<file path="src/rtl/vend_pkg.sv">
// Shared types and constants for the vending-machine sequencing stage.
package vend_pkg;

  localparam int unsigned CREDIT_W = 10;
  localparam int unsigned ITEM_W   = 2;

  localparam logic [CREDIT_W-1:0] COIN_QUARTER = CREDIT_W'(25);
  localparam logic [CREDIT_W-1:0] COIN_DIME    = CREDIT_W'(10);
  localparam logic [CREDIT_W-1:0] COIN_NICKEL  = CREDIT_W'(5);

  typedef enum logic [2:0] {
    ST_IDLE,
    ST_CHECK,
    ST_DISPENSE,
    ST_CHANGE,
    ST_CLEAR
  } state_e;

endpackage

</file>
<file path="src/rtl/change_dispenser.sv">
// Holds the change owed and pays it out greedily, one registered coin pulse per step.
module change_dispenser
  import vend_pkg::*;
(
  input  logic                clk,
  input  logic                rst_n,
  input  logic                load,
  input  logic [CREDIT_W-1:0] value,
  input  logic                start,
  output logic                done,
  output logic                quarter,
  output logic                dime,
  output logic                nickel
);

  logic [CREDIT_W-1:0] change_reg;
  logic [CREDIT_W-1:0] src_c;
  logic [CREDIT_W-1:0] coin_c;
  logic                quarter_c;
  logic                dime_c;
  logic                nickel_c;

  // A same-edge load and step (refund) pays from the incoming value directly.
  always_comb begin
    src_c     = load ? value : change_reg;
    coin_c    = '0;
    quarter_c = 1'b0;
    dime_c    = 1'b0;
    nickel_c  = 1'b0;
    if (src_c >= COIN_QUARTER) begin
      quarter_c = 1'b1;
      coin_c    = COIN_QUARTER;
    end else if (src_c >= COIN_DIME) begin
      dime_c = 1'b1;
      coin_c = COIN_DIME;
    end else if (src_c >= COIN_NICKEL) begin
      nickel_c = 1'b1;
      coin_c   = COIN_NICKEL;
    end
  end

  // done marks a step that found less than a nickel left; residue is forfeited.
  always_ff @(posedge clk or negedge rst_n) begin
    if (!rst_n) begin
      change_reg <= '0;
      done       <= 1'b0;
      quarter    <= 1'b0;
      dime       <= 1'b0;
      nickel     <= 1'b0;
    end else begin
      done    <= start && !(quarter_c || dime_c || nickel_c);
      quarter <= start && quarter_c;
      dime    <= start && dime_c;
      nickel  <= start && nickel_c;
      if (start) begin
        change_reg <= src_c - coin_c;
      end else if (load) begin
        change_reg <= value;
      end
    end
  end

endmodule

</file>
<file path="src/rtl/vend_controller.sv">
// Vend sequencer: price check, timed dispense, greedy change return, counter clear.
module vend_controller
  import vend_pkg::*;
#(
  parameter int unsigned PRICE0          = 65,
  parameter int unsigned PRICE1          = 75,
  parameter int unsigned PRICE2          = 100,
  parameter int unsigned PRICE3          = 125,
  parameter int unsigned DISPENSE_CYCLES = 4
) (
  input  logic                clk,
  input  logic                resetN,
  input  logic [CREDIT_W-1:0] inCredit,
  input  logic                inSelectValid,
  input  logic [ITEM_W-1:0]   inSelect,
  input  logic                inCancel,
  output logic                outBusy,
  output logic                outDispense,
  output logic [ITEM_W-1:0]   outItem,
  output logic                outInsufficient,
  output logic                outRetQuarter,
  output logic                outRetDime,
  output logic                outRetNickel,
  output logic                outClearCount
);

  localparam int unsigned DCNT_W = (DISPENSE_CYCLES > 1) ? $clog2(DISPENSE_CYCLES) : 1;
  localparam logic [DCNT_W-1:0] DCNT_LAST = DCNT_W'(DISPENSE_CYCLES - 1);

  state_e              state;
  state_e              state_next;
  logic [ITEM_W-1:0]   item_reg;
  logic [ITEM_W-1:0]   item_next;
  logic [CREDIT_W-1:0] price_reg;
  logic [CREDIT_W-1:0] price_next;
  logic [CREDIT_W-1:0] credit_reg;
  logic [CREDIT_W-1:0] credit_next;
  logic [CREDIT_W-1:0] sel_price_c;
  logic [CREDIT_W-1:0] load_value_c;
  logic [DCNT_W-1:0]   dcnt;
  logic [DCNT_W-1:0]   dcnt_next;
  logic                load_c;
  logic                start_c;
  logic                insuff_c;
  logic                change_done;

  always_comb begin
    case (inSelect)
      2'd0:    sel_price_c = CREDIT_W'(PRICE0);
      2'd1:    sel_price_c = CREDIT_W'(PRICE1);
      2'd2:    sel_price_c = CREDIT_W'(PRICE2);
      default: sel_price_c = CREDIT_W'(PRICE3);
    endcase
  end

  // Next-state and datapath control; strobes are only looked at in IDLE.
  always_comb begin
    state_next   = state;
    item_next    = item_reg;
    price_next   = price_reg;
    credit_next  = credit_reg;
    dcnt_next    = dcnt;
    load_c       = 1'b0;
    load_value_c = '0;
    insuff_c     = 1'b0;
    case (state)
      ST_IDLE: begin
        if (inCancel) begin
          load_c       = 1'b1;
          load_value_c = inCredit;
          state_next   = ST_CHANGE;
        end else if (inSelectValid) begin
          item_next   = inSelect;
          price_next  = sel_price_c;
          credit_next = inCredit;
          state_next  = ST_CHECK;
        end
      end
      ST_CHECK: begin
        if (credit_reg >= price_reg) begin
          load_c       = 1'b1;
          load_value_c = credit_reg - price_reg;
          dcnt_next    = '0;
          state_next   = ST_DISPENSE;
        end else begin
          insuff_c   = 1'b1;
          state_next = ST_IDLE;
        end
      end
      ST_DISPENSE: begin
        if (dcnt == DCNT_LAST) begin
          state_next = ST_CHANGE;
        end else begin
          dcnt_next = dcnt + DCNT_W'(1);
        end
      end
      ST_CHANGE: begin
        if (change_done) begin
          state_next = ST_CLEAR;
        end
      end
      ST_CLEAR: state_next = ST_IDLE;
      default:  state_next = ST_IDLE;
    endcase
    start_c = (state_next == ST_CHANGE);
  end

  // Outputs are registered from the upcoming state so they line up with it.
  always_ff @(posedge clk or negedge resetN) begin
    if (!resetN) begin
      state           <= ST_IDLE;
      item_reg        <= '0;
      price_reg       <= '0;
      credit_reg      <= '0;
      dcnt            <= '0;
      outBusy         <= 1'b0;
      outDispense     <= 1'b0;
      outItem         <= '0;
      outInsufficient <= 1'b0;
      outClearCount   <= 1'b0;
    end else begin
      state           <= state_next;
      item_reg        <= item_next;
      price_reg       <= price_next;
      credit_reg      <= credit_next;
      dcnt            <= dcnt_next;
      outBusy         <= (state_next != ST_IDLE);
      outDispense     <= (state_next == ST_DISPENSE);
      outItem         <= (state_next == ST_DISPENSE) ? item_next : '0;
      outInsufficient <= insuff_c;
      outClearCount   <= (state_next == ST_CLEAR);
    end
  end

  change_dispenser u_change (
    .clk     (clk),
    .rst_n   (resetN),
    .load    (load_c),
    .value   (load_value_c),
    .start   (start_c),
    .done    (change_done),
    .quarter (outRetQuarter),
    .dime    (outRetDime),
    .nickel  (outRetNickel)
  );

endmodule

</file>
<file path="config.mk">
export PLATFORM = sky130hd
export DESIGN_NAME = vend_controller
export DESIGN_NICKNAME = d
export VERILOG_FILES = /design/src/rtl/vend_pkg.sv /design/src/rtl/change_dispenser.sv /design/src/rtl/vend_controller.sv
export SDC_FILE = /design/constraint.sdc
export NUM_CORES = 1
export LEC_CHECK = 0
export ABC_AREA = 0
export ABC_CLOCK_PERIOD_IN_PS = 5320
export CAP_MARGIN = 30
export CORE_MARGIN = 10
export CORE_UTILIZATION = 57
export CTS_BUF_LIST = sky130_fd_sc_hd__clkbuf_8 sky130_fd_sc_hd__clkbuf_16
export DETAILED_ROUTE_END_ITERATION = 12
export PLACE_DENSITY = 0.82
export SLEW_MARGIN = 10
export SYNTH_ARGS = -nofsm -noshare
export SYNTH_HDL_FRONTEND = slang
export SYNTH_SLANG_ARGS = --single-unit
</file>
<file path="constraint.sdc">
create_clock -name clk -period 5.32 [get_ports clk]
set_input_delay 0.798 -clock clk [delete_from_list [all_inputs] [get_ports clk]]
set_output_delay 0.798 -clock clk [all_outputs]
set_load 0.01 [all_outputs]
</file>
==> results <==
layer usage:
layer	up-vias	GRT usage [%]	wire, um
met5	-	0	0
met4	0	4.699	74
met3	9	3.676	369
met2	51	25.47	2679
met1	1074	20.18	2729
li1	1121	-	-
cell type report:
type,instances,area (um2)
clock inverters,1,5.005
clock buffers,6,82.58
flip-flops and latches,43,1076
fillers,354,1380
well taps,52,65.06
inverters,22,82.58
multi-input cells,232,1498
repair buffers,28,285.3
placed cells by master, fill, tap and decap left out, types with 4 or more instances in the layout:
| master | Yosys | layout |
|---|---|---|
| a21oi_1 | 22 | 22 |
| a221o_1 | 7 | 7 |
| and2_1 | 7 | 7 |
| and3_1 | 4 | 4 |
| clkbuf_8 | 0 | 6 |
| clkdlybuf4s50_1 | 0 | 23 |
| dfrtp_1 | 43 | 43 |
| ha_1 | 13 | 13 |
| inv_1 | 22 | 22 |
| mux2i_1 | 4 | 4 |
| nand2_1 | 48 | 48 |
| nand2b_1 | 4 | 4 |
| nand3_1 | 8 | 8 |
| nor2_1 | 27 | 27 |
| nor2b_1 | 4 | 4 |
| nor3_1 | 8 | 8 |
| o21ai_0 | 17 | 17 |
| xnor2_1 | 9 | 9 |
| xor2_1 | 4 | 4 |
worst register-to-register path: cells and delay by family, from the launching register on:
kind,cells,cell delay (ns)
compound gates,8,1.68
xor+xnor,1,0.14
simple gates,6,1.51
buf+inv,2,0.13
fa+ha+maj,3,0.87
flops,1,0.37
power breakdown:
part           leakage [nW]  internal, W  switching (W)
Combinational         0.825     0.000547       0.000720
Clock                0.0470     0.000102       0.000105
Sequential            0.526     0.000467      0.0000848
kinds of logic (layout without fill, tap and decap cells):
family / after synthesis / after routing
adder cells (fa/ha/maj): 15 / 15
multiplexers: 5 / 5
AO/OA/AOI/OAI: 77 / 77
buffers and inverters: 34 / 57
XOR/XNOR: 13 / 13
AND/OR/NAND/NOR: 122 / 122
flip-flops: 43 / 43
metrics by stage:
| stage | utilization (%) | worst slack (ns) | instance area [um2] | hold slack (ns) |
|---|---|---|---|---|
| final | 69.16 | 0.5163 | 3094 | 0.4549 |
| after CTS | 68.54 | 0.5337 | 3067 | 0.4648 |
| after detailed placement | 66.58 | 0.3355 | 2979 | 0.4445 |
| after global routing | 69.16 | 0.08626 | 3094 | 0.4859 |
| after floorplan | - | 1.030 | 2696 | 0.4181 |
| after global placement | 66.58 | 0.4949 | 2979 | 0.4335 |
worst max-delay path by stage:
stage	from	endpoint	slack [ns]
2_1_floorplan	credit_reg[0]	u_change.change_reg[9]	1.03
3_3_place_gp	inCancel	u_change.change_reg[9]	0.49
3_5_place_dp	inCancel	u_change.change_reg[9]	0.34
4_1_cts	credit_reg[0]	u_change.change_reg[9]	0.53
5_1_grt	credit_reg[0]	u_change.change_reg[8]	0.09
6_report	credit_reg[0]	u_change.change_reg[9]	0.52
==> results.toml <==
[outcome]
outcome = "complete, no violations"

[worst_setup_path]
crit_slowest_cell = "or4b_4"
timing.critical_path.max_delay_family = "compound AO/OA/AOI/OAI gates"
critical_path_buf_inv_count = 2
regToRegSetupSlack_ns = 0.52
delay_contributed_by_the_slowest_stage_of_the_critical_path_ns = 0.57
regToRegEndpoint = "u_change.change_reg[9]"
critPathCaptureType = "flop"
critPathArrivalTime_ns = 4.98
timing.setup.critical_path_class = "flop to flop"
crit_cells = 20
critical_path.cell_chain = "inv_1, ha_1, inv_1, fa_1, a21oi_1, o21a_1, o211ai_2, and2_1, a221o_1, or4b_4, a211o_2, ha_1, nor2b_1, o21ai_0, a21oi_1, o21ai_0, nand2_1, nor3_1, nand2_1, xnor2_1"
r2r_start = "credit_reg[0]"
worstPathMaxFanout = 12
critical_path.startpoint_type = "flop"
crit_required_ns = 5.50
r2r.worst_path.cells = 20

[synth]
synth_top_family_by_area = "simple AND/OR/NAND/NOR gates"
synth_cells = 309
total_nets_after_synthesis = 340
synthesis.yosys.warnings = 0
synth_xor_xnor_area_share_pct = 4.223
asyncSetResetFlopFracSynth_pct = 100.0
synth_edf_count = 0
synth.largest_area_cell = "dfrtp_1"
syn_area_um2 = 2696
synthesized_area_fraction_occupied_by_and_or_nand_nor_cells_pct = 21.86
synth_top_cell_area_share_pct = 39.91
synth.top_cells.by_count = "48 x nand2_1, 43 x dfrtp_1, 27 x nor2_1"
synth_cell_types = 53
post_synthesis_register_bit_count = 43
yosys.area_share.adder_pct = 7.517
ys_top_cells_by_area = "dfrtp_1 40%, nand2_1 6.7%, ha_1 6.0%"
synth.avg_cell_area_um2 = 8.726
synth.yosys.seq_area_share_pct = 39.91
post-synth-top-count-cell = "nand2_1"
ys.flop_type = "dfrtp_1"
synth_compound_gate_area_share_pct = 19.58
muxShareOfSynthArea_pct = 1.903

[clock_tree]
clk_transition_reported_paths_ns = 0.08
numCtsBuffers = 5
ctsRootBufferMaster = "clkbuf_8"
cts.sink_count = 43
cts_tree = "built"
post_cts_resized = 0
h-tree-depth = 2
worst_skew_pair.late_latency_ns = 0.29
postCtsHoldBufs = 0
cts.repair_timing.setup_buffer_count = 0
cts.path.max_buffers = 2

[timing]
rsz0062_at_grt = "false"
fin_tns_setup_ns = 0
max_freq_mhz = 208.2
layout_min_cycle_time_ns = 4.804
skew_ns = 0.004939
number_of_pins_with_negative_max_slew_slack_in_the_final_report = 0
report.final.setup_viol = 0
hold_viol = 0
post-route-period-util_pct = 90.29
tightest_pin_transition_ns = 0.9429
worst_slew_margin_rel_pct = 36.35

[grt]
global_route_wire_length_before_repair_mm = 9.949
antenna_found_initial = 0
number_of_global_route_vias_before_repair = 2207
grt_usage_pct = 15.66
overflow = 0
grt_max_degree = 44

[route]
drt_drc_violations_left = 0
antenna_violating_nets_remaining = 0
via_per_inst = 5.872
drt-wirelength-per-cell_um = 15.24
routed_wl_mm = 5.851
vias = 2255
first_iter_violations = 117
drtPass1Iterations = 4

[placement]
place.gp.congestion = 0.9434
place_inst = 376
hpwl_after_detailed_placement_mm = 4.535
io_buffers = 24

[finish]
final-instance-count-excl-fill = 384
area_growth_syn_to_layout_pct = 14.76
drive_gt1_share_pct = 7.831
final_nets = 363
diode_count = 0

[run]
timing.max_cap.violations = 0

[floorplanning]
die_width_um = 88.78
die_y_um = 88.78
die_area_um2 = 7882
initial_core_util_pct = 60.26
core_um2 = 4474
row_count = 24
boundaryPins = 25

[pwr]
post-layout-total-power_w = 0.002026
vdd.ir_drop.worst_mv = 0.3817
total_leakage_power_nw = 1.398
power-per-cell-area_nw_per_um2 = 654.7

[hold_path]
hold_path_depth = 2
worstHoldStart = "price_reg[6]"
hold_class = "flop to flop"
hold_path_endpoint = "price_reg[6]"
(Power assumes the default switching activity.)
